`src/rtl/id_ex_reg_pkg.sv`:
```
// rtl/id_ex_reg_pkg.sv - shared opcodes, NOP encoding and state type for id_ex_reg (forwarding enabled by ID_EX_FWD_EN)
package id_ex_reg_pkg;

    localparam logic [6:0]  INST_TYPE_I   = 7'b0010011;
    localparam logic [6:0]  INST_TYPE_R_M = 7'b0110011;
    localparam logic [6:0]  INST_TYPE_B   = 7'b1100011;
    localparam logic [31:0] INST_NOP      = 32'h0000_0013;

    typedef enum logic {
        ST_RUN    = 1'b0,
        ST_BUBBLE = 1'b1
    } state_e;

    function automatic logic uses_rs1(input logic [6:0] opcode);
        return (opcode == INST_TYPE_I) || (opcode == INST_TYPE_R_M) || (opcode == INST_TYPE_B);
    endfunction

    function automatic logic uses_rs2(input logic [6:0] opcode);
        return (opcode == INST_TYPE_R_M) || (opcode == INST_TYPE_B);
    endfunction

endpackage

```
`src/rtl/id_ex_reg_fwd_mux.sv`:
```
// rtl/id_ex_reg_fwd_mux.sv - EX-result forwarding into captured operands (used only with ID_EX_FWD_EN)
module id_ex_reg_fwd_mux
    import id_ex_reg_pkg::*;
(
    input  logic [6:0]  opcode_i,
    input  logic [4:0]  rs1_i,
    input  logic [4:0]  rs2_i,
    input  logic [31:0] op_num1_i,
    input  logic [31:0] op_num2_i,
    input  logic [4:0]  ex_rd_addr_i,
    input  logic [31:0] ex_rd_data_i,
    input  logic        ex_rd_wen_i,
    output logic [31:0] op_num1_o,
    output logic [31:0] op_num2_o
);

    logic ex_live;
    logic fwd1;
    logic fwd2;

    // x0 is never forwarded: writes to it are discarded by the register file
    assign ex_live = ex_rd_wen_i && (ex_rd_addr_i != 5'd0);
    assign fwd1    = ex_live && uses_rs1(opcode_i) && (rs1_i == ex_rd_addr_i);
    assign fwd2    = ex_live && uses_rs2(opcode_i) && (rs2_i == ex_rd_addr_i);

    assign op_num1_o = fwd1 ? ex_rd_data_i : op_num1_i;
    assign op_num2_o = fwd2 ? ex_rd_data_i : op_num2_i;

endmodule

```
`src/rtl/id_ex_reg.sv`:
```
// rtl/id_ex_reg.sv - ID/EX pipeline register with stall, multi-cycle flush bubbles, optional forwarding (ID_EX_FWD_EN)
module id_ex_reg
    import id_ex_reg_pkg::*;
#(
    parameter int unsigned FLUSH_CYCLES = 1,
    parameter logic [31:0] NOP_INST     = INST_NOP
) (
    input  logic        clk,
    input  logic        rst,
    input  logic [31:0] inst_i,
    input  logic [31:0] inst_addr_i,
    input  logic [31:0] op_num1_i,
    input  logic [31:0] op_num2_i,
    input  logic [4:0]  rd_addr_i,
    input  logic        rd_wen_i,
    input  logic        stall_i,
    input  logic        flush_i,
`ifdef ID_EX_FWD_EN
    input  logic [4:0]  ex_rd_addr_i,
    input  logic [31:0] ex_rd_data_i,
    input  logic        ex_rd_wen_i,
`endif
    output logic [31:0] inst_o,
    output logic [31:0] inst_addr_o,
    output logic [31:0] op_num1_o,
    output logic [31:0] op_num2_o,
    output logic [4:0]  rd_addr_o,
    output logic        rd_wen_o,
    output logic        valid_o
);

    localparam logic [1:0] FLUSH_CNT = FLUSH_CYCLES[1:0];

    state_e      state_q;
    logic [1:0]  bub_cnt_q;
    logic [31:0] inst_q;
    logic [31:0] inst_addr_q;
    logic [31:0] op1_q;
    logic [31:0] op2_q;
    logic [4:0]  rd_addr_q;
    logic        rd_wen_q;
    logic        valid_q;

    logic [31:0] op1_d;
    logic [31:0] op2_d;

`ifdef ID_EX_FWD_EN
    id_ex_reg_fwd_mux u_fwd_mux (
        .opcode_i     (inst_i[6:0]),
        .rs1_i        (inst_i[19:15]),
        .rs2_i        (inst_i[24:20]),
        .op_num1_i    (op_num1_i),
        .op_num2_i    (op_num2_i),
        .ex_rd_addr_i (ex_rd_addr_i),
        .ex_rd_data_i (ex_rd_data_i),
        .ex_rd_wen_i  (ex_rd_wen_i),
        .op_num1_o    (op1_d),
        .op_num2_o    (op2_d)
    );
`else
    assign op1_d = op_num1_i;
    assign op2_d = op_num2_i;
`endif

    always_ff @(posedge clk or posedge rst) begin
        if (rst) begin
            state_q     <= ST_RUN;
            bub_cnt_q   <= 2'd0;
            inst_q      <= NOP_INST;
            inst_addr_q <= 32'd0;
            op1_q       <= 32'd0;
            op2_q       <= 32'd0;
            rd_addr_q   <= 5'd0;
            rd_wen_q    <= 1'b0;
            valid_q     <= 1'b0;
        end else if (flush_i) begin
            inst_q      <= NOP_INST;
            inst_addr_q <= 32'd0;
            op1_q       <= 32'd0;
            op2_q       <= 32'd0;
            rd_addr_q   <= 5'd0;
            rd_wen_q    <= 1'b0;
            valid_q     <= 1'b0;
            if (FLUSH_CYCLES > 0) begin
                state_q   <= ST_BUBBLE;
                bub_cnt_q <= FLUSH_CNT;
            end else begin
                state_q   <= ST_RUN;
                bub_cnt_q <= 2'd0;
            end
        end else if (stall_i) begin
            state_q <= state_q;
        end else if (state_q == ST_BUBBLE) begin
            inst_q      <= NOP_INST;
            inst_addr_q <= 32'd0;
            op1_q       <= 32'd0;
            op2_q       <= 32'd0;
            rd_addr_q   <= 5'd0;
            rd_wen_q    <= 1'b0;
            valid_q     <= 1'b0;
            bub_cnt_q   <= bub_cnt_q - 2'd1;
            // the 1 -> 0 step is the final bubble
            if (bub_cnt_q <= 2'd1) begin
                state_q <= ST_RUN;
            end
        end else begin
            inst_q      <= inst_i;
            inst_addr_q <= inst_addr_i;
            op1_q       <= op1_d;
            op2_q       <= op2_d;
            rd_addr_q   <= rd_addr_i;
            rd_wen_q    <= rd_wen_i && (rd_addr_i != 5'd0);
            valid_q     <= 1'b1;
        end
    end

    assign inst_o      = inst_q;
    assign inst_addr_o = inst_addr_q;
    assign op_num1_o   = op1_q;
    assign op_num2_o   = op2_q;
    assign rd_addr_o   = rd_addr_q;
    assign rd_wen_o    = rd_wen_q;
    assign valid_o     = valid_q;

endmodule

```
`config.mk`:
```
export PLATFORM = sky130hd
export DESIGN_NAME = id_ex_reg
export DESIGN_NICKNAME = d
export VERILOG_FILES = /design/src/rtl/id_ex_reg_pkg.sv /design/src/rtl/id_ex_reg_fwd_mux.sv /design/src/rtl/id_ex_reg.sv
export SDC_FILE = /design/constraint.sdc
export NUM_CORES = 1
export LEC_CHECK = 0
export ABC_CLOCK_PERIOD_IN_PS = 5700
export BUFFER_PORTS_ARGS = -buffer_cell sky130_fd_sc_hd__buf_2
export CORE_UTILIZATION = 44
export DETAILED_ROUTE_END_ITERATION = 12
export HOLD_SLACK_MARGIN = 0.08
export PLACE_DENSITY = 0.79
export SYNTH_ARGS = -nofsm -noshare
export SYNTH_HDL_FRONTEND = slang
export SYNTH_HIERARCHICAL = 1
export SYNTH_SLANG_ARGS = --single-unit
```
`constraint.sdc`:
```
create_clock -name clk -period 5.7 [get_ports clk]
set_clock_uncertainty 0.1 [all_clocks]
set_input_delay 0.285 -clock clk [delete_from_list [all_inputs] [get_ports clk]]
set_output_delay 0.285 -clock clk [all_outputs]
set_load 0.01 [all_outputs]
```
# [After elaboration in Yosys (flattened, before gate mapping)]
# Cells that the tools add are included.
[totals] ff_bits=138 latchBits=0 ramBits=0 romBits=0 in_bits=138 n_memories=0
[classes] add_sub_neg=1 mul=0 n_div=0 n_lt_le_gt_ge=1 n_eq_ne=1 n_shift=0 muxes=28 bitwise=0 n_reduce_logical=4
[ops] op="32-bit 2-to-1 mux" n=12
[ops] op="5-bit 2-to-1 mux" n=3
[ops] op="1-bit 2-to-1 mux" n=10
[ops] op="2-bit 2-to-1 mux" n=3
[ops] op="5-bit nonzero test" n=1
[ops] op="2-bit by 1-bit less-or-equal comparator with 1-bit output (second input constant)" n=1
[ops] op="2-bit by 1-bit != test with 1-bit output (second input constant)" n=1
[ops] op="2-bit AND reduction" n=1
[ops] op="2-bit nonzero test" n=1
[ops] op="2-bit by 1-bit subtractor with 2-bit output (second input constant)" n=1
[ops] op="1-bit logical AND" n=1

# [Depth between registers and ports, before layout]
# Gate-level depths: netlist of run 1.
[logic_depth] depth_word=5 ltp_mapped=6 mapped_depth_nobuf=4

# [Worst setup path before layout of run 1]
# No wires, ideal clock.
[synth_timing] kind="register to register" from="register state_q" to="register inst_addr_q[0], in the netlist inst_addr_o[0]" arrival_ns=1.100 setup_slack_ns=4.435 stages_incl_launch_ff=5 path_buffers=2 path_cell_list="dfrtp_1 -> nor3_2 -> buf_4 -> buf_2 -> a22o_1"
[synth_via] elab_chain_cells=3
[synth_rtl] element="start: declaration" line_no="id_ex_reg.sv:34" text="state_e state_q;"
[synth_rtl] element="start signal: assignment" line_no="id_ex_reg.sv:92" text="state_q <= state_q;"
[synth_rtl] element="32-bit 2-to-1 mux" line_no="id_ex_reg.sv:93" text="end else if (state_q == ST_BUBBLE) begin"
[synth_rtl] element="32-bit 2-to-1 mux" line_no="id_ex_reg.sv:91" text="end else if (stall_i) begin"
[synth_rtl] element="32-bit 2-to-1 mux" line_no="id_ex_reg.sv:76" text="end else if (flush_i) begin"
[synth_rtl] element="end signal: assignment" line_no="id_ex_reg.sv:108" text="inst_addr_q <= inst_addr_i;"
[synth_rtl] element="end: declaration" line_no="id_ex_reg.sv:37" text="logic [31:0] inst_addr_q;"
# Every way passes these cells. The select of a mux whose other input is x is not followed.
# A chain may end at the register's enable or synchronous reset.

==> results.py, run 1 <==
metrics = {
    "status": {
        "status": "finished, final reports clean",
    },
    "setup_path": {
        "crit_required_ns": 6.10,
        "worstSetupPathType": "in -> async",
        "r2r_slack_ns": 4.02,
        "crit_slowest_cell": "buf_4",
        "cp_max_fo": 79,
        "cp-end-kind": "asynchronous set/reset pin",
        "cp-start-kind": "primary input",
        "slowest_delay_ns": 0.84,
        "reg2reg_depth": 3,
        "crit-reg2reg-capture": "op_num1_o[17]",
        "path_cells": "dlygate4sd3_1 > buf_2 > inv_6 > buf_4",
        "r2r-start": "state_q",
        "arrival_ns": 2.24,
    },
    "synth": {
        "syn_area_per_cell_um2": 15.4,
        "ys_seq_area_share_pct": 70.3,
        "ys_ff_latch": 138,
        "syn_inst": 320,
        "ys_warn_count": 6,
        "netlist_area_um2": 4920,
        "yosys.cell_types.count": 22,
        "synth_fp_nets": 459,
    },
    "die": {
        "die_y_um": 108,
        "core_area_um2": 10900,
        "start_util_pct": 45.2,
        "rows": 38,
        "fp.dieW_um": 108,
        "dieArea_um2": 11600,
        "pin_count": 273,
    },
    "global_route": {
        "antenna_found_initial": 0,
        "grt_pass1_wl_um": 23900,
        "grtUsageTotal_pct": 27.6,
        "grt_max_degree": 80,
        "grt-ovfl-total": 0,
        "grt_pass1_vias": 4820,
    },
    "clock_network": {
        "clkSinkCount": 138,
        "root_buffer": "clkbuf_8",
        "tritoncts": "built",
        "clk_latency_ns": 0.52,
        "cts.htree.levels": 4,
        "post_cts_buffers": 0,
        "clk_pin_slew_worst_paths_ns": 0.06,
        "cts_buffer_depth": 2,
        "cts_inserted_buffers": 17,
    },
    "detailed_routing": {
        "detail_route.wl_per_cell_um": 18.3,
        "routed_via_density": 5.29,
        "vias": 4633,
        "routed_wl_um": 16000,
        "post-route-drc-count": 0,
        "detail-route-antenna-nets": 0,
        "first_pass_iters": 5,
        "drt_iter0_drc": 394,
    },
    "finish": {
        "syn2layout_area_growth_pct": 68.6,
        "nets": 862,
        "fillerInstances": 648,
        "drive_gt1_share_pct": 42.7,
    },
    "sta": {
        "period_share_pct": 32.2,
        "worstMarginPinSlew_ns": 0.958,
        "tns_ns": 0,
        "final_max_slew_viol_count": 0,
        "rsz0062_at_grt": "no",
        "max_freq_mhz": 544,
        "slew_headroom_pct": 36.1,
        "period_minus_slack_ns": 1.84,
        "setup_violations": 0,
        "hold_viol_final": 0,
        "holdWs_ns": 0.0870,
    },
    "hold_path": {
        "hold_path.class": "in -> reg",
        "min_to": "state_q",
        "holdPathStages": 3,
        "hold_start": "stall_i",
    },
    "placed_design": {
        "portBuffers": 272,
        "hpwlAfterDp_um": 8530,
        "gp_congestion": 0.745,
    },
    "pwr": {
        "power_w": 0.00238,
        "p_leak_nw": 4.51,
        "vdd.ir_drop.worst_mv": 0.176,
        "powerDensity_nw_per_um2": 287,
    },
    "job": {
        "cap_violations": 0,
    },
}
## cell usage in the layout, fill, tap and decap left out
master and instances:
inv_1 1, inv_6 3, nor2b_4 1, nor3_4 1
a22o_1 130, nand2b_1 2, o22a_1 3, clkinv_4 2
buf_2 272, a32o_1 1, o21bai_1 1, nand2_1 3
nor2_1 2, dfrtp_1 135, diode_2 1, dlygate4sd3_1 136
nor2b_1 1, a21o_1 1, clkbuf_16 16, nor3_1 1
clkinvlp_4 5, clkbuf_8 1, xnor2_1 1, bufinv_16 3
or3_1 1, dfstp_2 3, clkinv_2 2, mux2i_1 1
buf_4 5, ha_1 1
## routing by layer
layer  up-vias  routed length, µm  global-route usage [%]
met3        47               1120                    7.32
li1       2042                  -                       -
met5         -                  0                       0
met4         0                632                    15.6
met1      2267               6130                    31.3
met2       277               8100                    46.9
## sequential cells by signal (all words and copies together), names as in the netlist
name         count
valid_o          1
inst_addr_o     32
inst_o          32
state_q          1
bub_cnt_q        2
op_num2_o       32
rd_addr_o        5
op_num1_o       32
rd_wen_o         1
## per-stage QoR
stage / cell area, µm² / setup slack, ns / util [%] / cells
after floorplan: 4920 / 1.62 / - / 320
after global placement: 6340 / 3.84 / 58.3 / 708
after detailed placement: 6340 / 3.79 / 58.3 / 708
after CTS: 8290 / 3.77 / 76.2 / 875
after global routing: 8290 / 3.55 / 76.2 / 875
final: 8290 / 3.86 / 76.2 / 876
## synthesized netlist by cell type
cell | n | area, µm²
nor2_1 | 2 | 7.51
dfstp_2 | 3 | 78.8
nor3_1 | 1 | 5.00
buf_6 | 1 | 11.3
buf_2 | 17 | 85.1
dfrtp_1 | 135 | 3380
nand2_1 | 3 | 11.3
a22o_1 | 130 | 1140
or3_1 | 1 | 6.26
mux2i_1 | 1 | 10.0
o21bai_1 | 1 | 7.51
ha_1 | 1 | 12.5
clkbuf_1 | 3 | 11.3
a32o_1 | 1 | 10.0
inv_1 | 2 | 7.51
nor2b_1 | 2 | 12.5
buf_4 | 8 | 60.1
xnor2_1 | 1 | 8.76
nand2b_1 | 2 | 12.5
o22a_1 | 3 | 26.3
a21o_1 | 1 | 7.51
nor3_2 | 1 | 10.0
## where the power goes
part	switching [W]	internal (W)	leakage, nW
logic	0.000119	0.000142	2.36
clock network	0.000423	0.000665	0.273
registers	0.0000204	0.00101	1.88
## worst max-delay path, delay by kind of cell
family                 cells  cell delay [ns]
buffers and inverters      4             1.88
## timing repair
| action | CTS | global route |
|---|---|---|
| resized for setup | 0 | 0 |
| hold buffers | 136 | 0 |
| hold endpoints to repair | 196 | 0 |
## how the worst max path moves through the flow
stage / depth (start not counted) / slack, ns / start / end
6_report: 4 / 3.86 / rst / inst_addr_o[22]
3_3_place_gp: 3 / 3.84 / rst / inst_addr_o[22]
2_1_floorplan: 1 / 1.62 / rst / bub_cnt_q[0]
4_1_cts: 4 / 3.77 / rst / inst_o[20]
5_1_grt: 4 / 3.55 / rst / inst_addr_o[18]
3_5_place_dp: 3 / 3.79 / rst / inst_o[17]
## cell type report
type	count	area, µm²	share of cell area, %
antenna	1	2.50	0.0302
clock buffer	17	414	4.99
clock inverter	14	173	2.08
inverter	2	12.5	0.151
multi-input combinational	151	1300	15.7
sequential	138	3460	41.7
tap	140	175	2.11
timing repair buffer	413	2760	33.3
## kinds of logic after synthesis
family	share of synthesized area (%)
DFF	70.3
AOI/OAI and AO/OA	24.2
buffers and inverters	3.56
and+or+nand+nor	1.32
xor gates and xnor gates	0.178
muxes	0.204
adders and majority gates	0.254
No activity file was read; power rests on OpenSTA's default activity.
==> inputs of run 2 (changes only) <==
--- a/config.mk
+++ b/config.mk
@@ -5,12 +5,13 @@
 export SDC_FILE = /design/constraint.sdc
 export NUM_CORES = 1
 export LEC_CHECK = 0
-export ABC_CLOCK_PERIOD_IN_PS = 5700
+export ABC_AREA = 1
+export ABC_CLOCK_PERIOD_IN_PS = 1530
 export BUFFER_PORTS_ARGS = -buffer_cell sky130_fd_sc_hd__buf_2
-export CORE_UTILIZATION = 44
+export CORE_UTILIZATION = 41
 export DETAILED_ROUTE_END_ITERATION = 12
 export HOLD_SLACK_MARGIN = 0.08
-export PLACE_DENSITY = 0.79
+export PLACE_DENSITY = 0.76
 export SYNTH_ARGS = -nofsm -noshare
 export SYNTH_HDL_FRONTEND = slang
 export SYNTH_HIERARCHICAL = 1
==> constraint.sdc (replaced) <==
create_clock -name clk -period 1.53 [get_ports clk]
set_clock_uncertainty 0.1 [all_clocks]
set_input_delay 0.0765 -clock clk [delete_from_list [all_inputs] [get_ports clk]]
set_output_delay 0.0765 -clock clk [all_outputs]
set_load 0.01 [all_outputs]
==> run 2 against run 1 <==
  * Clock power grew to 4.0 times the previous value
  * Area after synthesis grew 8.4%
  * Global-route usage shrank 2.3 points
  * Die area grew 16%
  * Core utilization shrank 5.9 points
  * Setup slack lost 3.8 ns
  * Power grew to 3.9 times the previous value
  * Sequential share of layout area shrank 2.9 points
  * Largest power group unchanged
==> results.py, run 2 <==
metrics = {
    "status": {
        "status": "finished, final reports clean",
    },
    "placed_design": {
        "portBuffers": 272,
        "gp_congestion": 0.756,
        "hpwlAfterDp_um": 9230,
        "post-place-ws_ns": 0.197,
    },
    "pwr": {
        "powerDensity_nw_per_um2": 1050,
        "vdd.ir_drop.worst_mv": 0.697,
        "p_leak_nw": 5.28,
    },
    "die": {
        "dieArea_um2": 13500,
        "pin_count": 273,
        "rows": 41,
        "start_util_pct": 42.1,
        "core_area_um2": 12700,
        "die_y_um": 116,
        "fp.dieW_um": 116,
    },
    "detailed_routing": {
        "first_pass_iters": 7,
        "post-route-drc-count": 0,
        "drt_iter0_drc": 409,
        "vias": 5507,
        "routed_wl_um": 16900,
        "detail-route-antenna-nets": 0,
        "detail_route.wl_per_cell_um": 14.1,
        "routed_via_density": 4.62,
    },
    "sta": {
        "period_minus_slack_ns": 1.47,
        "holdWs_ns": 0.263,
        "final_max_slew_viol_count": 0,
        "rsz0062_at_grt": "no",
        "worstMarginPinSlew_ns": 0.436,
        "max_freq_mhz": 680,
        "hold_viol_final": 0,
        "slew_headroom_pct": 70.9,
        "setup_violations": 0,
        "period_share_pct": 96.1,
        "finalWorstSetupSlack_ns": 0.0602,
    },
    "synth": {
        "yosysMostFrequentCell": "nand2_1",
        "ys_async_sr_fraction_pct": 100,
        "synth_fp_nets": 734,
        "synthTopCellsByArea": "dfrtp_1, nand2_1, buf_6, dfstp_2, buf_2",
        "yosysTopAreaCellShare_pct": 63.4,
        "synthMuxAreaShare_pct": 0,
        "synth_edf_count": 0,
        "synth_compound_area_share_pct": 0.516,
        "ys_warn_count": 6,
        "synth-simple-area-share_pct": 29.6,
        "ys_ff_latch": 138,
        "synth_fa_ha_area_share_pct": 0.235,
        "synth_flop_cell": "dfrtp_1",
        "syn_area_per_cell_um2": 8.96,
        "netlist_area_um2": 5330,
        "synth_common_cells": "nand2_1, dfrtp_1, nor2_1",
        "ys_seq_area_share_pct": 64.8,
        "yosys.area_share.xor_xnor_pct": 0,
        "synth_top_family_by_area": "simple AND/OR/NAND/NOR gates",
        "yosys.cell_types.count": 19,
        "syn_inst": 595,
        "yosys.area.top_type": "dfrtp_1",
    },
    "setup_path": {
        "r2r-start": "state_q",
        "worstSetupPathType": "in -> reg",
        "cp-end-kind": "flip-flop",
        "crit_required_ns": 1.77,
        "arrival_ns": 1.71,
        "startpoint": "flush_i",
        "cp_max_fo": 7,
        "cp-start-kind": "primary input",
    },
    "clock_network": {
        "tritoncts": "built",
        "clkSinkCount": 138,
        "root_buffer": "clkbuf_16",
        "cts_inserted_buffers": 17,
        "clk_pin_slew_worst_paths_ns": 0.06,
        "cts_buffer_depth": 2,
        "clk_latency_ns": 0.40,
        "cts.htree.levels": 4,
    },
    "job": {
        "cap_violations": 0,
    },
    "finish": {
        "nets": 1147,
        "most-common-layout-cells": "nand2_1, buf_2, dlygate4sd3_1",
        "diodes": 0,
        "fillerInstances": 850,
        "syn2layout_area_growth_pct": 67.0,
        "mostFrequentLayoutCell": "nand2_1",
        "drive_gt1_share_pct": 31.4,
        "utilization_pct": 70.3,
    },
    "hold_path": {
        "hold_path.class": "in -> async",
    },
    "global_route": {
        "grt_max_degree": 72,
        "grt-ovfl-total": 0,
        "antenna_found_initial": 0,
        "grtUsageTotal_pct": 25.3,
        "grt_pass1_wl_um": 26000,
        "grt_pass1_vias": 5516,
    },
}
[run 2: cell count changes in the layout (fill, tap and decap cells not counted), sizes merged, moves of 3 or more]
cell         before  now
buf             277  282
clkbuf           17   21
nor2              2   15
inv               4    7
o22a              3    0
a22o            130    0
dlygate4sd3     136  140
o21ai             0    3
nand2             3  397
[run 2: cell type report]
class	count	area (µm²)	share of cell area, %
flip-flops and latches	138	3460	38.8
repair buffers	422	2940	33.0
multi-input cells	420	1620	18.2
clock buffers	21	470	5.28
well taps	172	215	2.42
clock inverters	11	168	1.88
inverters	9	38.8	0.436
[run 2: layer usage]
layer / global-route usage (%) / vias to the layer above / part of all wire (%)
li1: - / 2605 / -
met1: 29.0 / 2529 / 39
met2: 42.2 / 308 / 50
met3: 6.64 / 65 / 7.3
met4: 16.1 / 0 / 4.5
met5: 0 / - / 0
[run 2: cell families (layout without fill, tap and decap cells)]
logic type / after synthesis / after routing
buffers and inverters: 37 / 463
DFF: 138 / 138
adders and majority gates: 1 / 1
AOI/OAI and AO/OA: 5 / 5
and+or+nand+nor: 414 / 414
[run 2: what timing repair did]
action / 4_1_cts / 5_1_grt
resized for setup: 0 / 0
hold buffers: 140 / 0
setup buffers: 0 / 0
endpoints found under the hold margin: 276 / 0
setup endpoints to repair: 0 / 2
[run 2: path summary, 6_finish.rpt]
path	end	slack (ns)	cells after the start
min in group clk	op_num1_o[26]	0.30	4
min reg2reg	inst_addr_o[25]	0.37	2
min	op_num1_o[3]	0.26	4
max in group asynchronous	inst_o[0]	0.75	4
max	inst_o[4]	0.06	7
max reg2reg	inst_o[4]	0.08	5
[run 2: power by group]
| group | total [W] | switching [W] | internal (W) |
|---|---|---|---|
| clock network | 0.00437 | 0.00152 | 0.00285 |
| logic | 0.00110 | 0.000534 | 0.000562 |
| registers | 0.00389 | 0.0000877 | 0.00381 |
| total | 0.00936 | 0.00214 | 0.00722 |
[run 2: through the flow]
step / area (µm²) / power (W) / std cells / setup TNS, ns
final: 8910 / 0.00936 / 1193 / 0
after global routing: 8910 / 0.00973 / 1193 / 0
after CTS: 8910 / 0.00938 / 1193 / 0
after detailed placement: 6870 / 0.00475 / 1021 / 0
after global placement: 6870 / 0.00473 / 1021 / 0
after floorplan: 5340 / 0.00432 / 595 / -49.30
[run 2: worst max-delay path, stage by stage]
cell	delay (ns)
dlygate4sd3_1	0.54
buf_2	0.17
nor2_4	0.13
nand2_4	0.09
nor2_1	0.09
dlygate4sd3_1	0.55
nor2_1	0.05
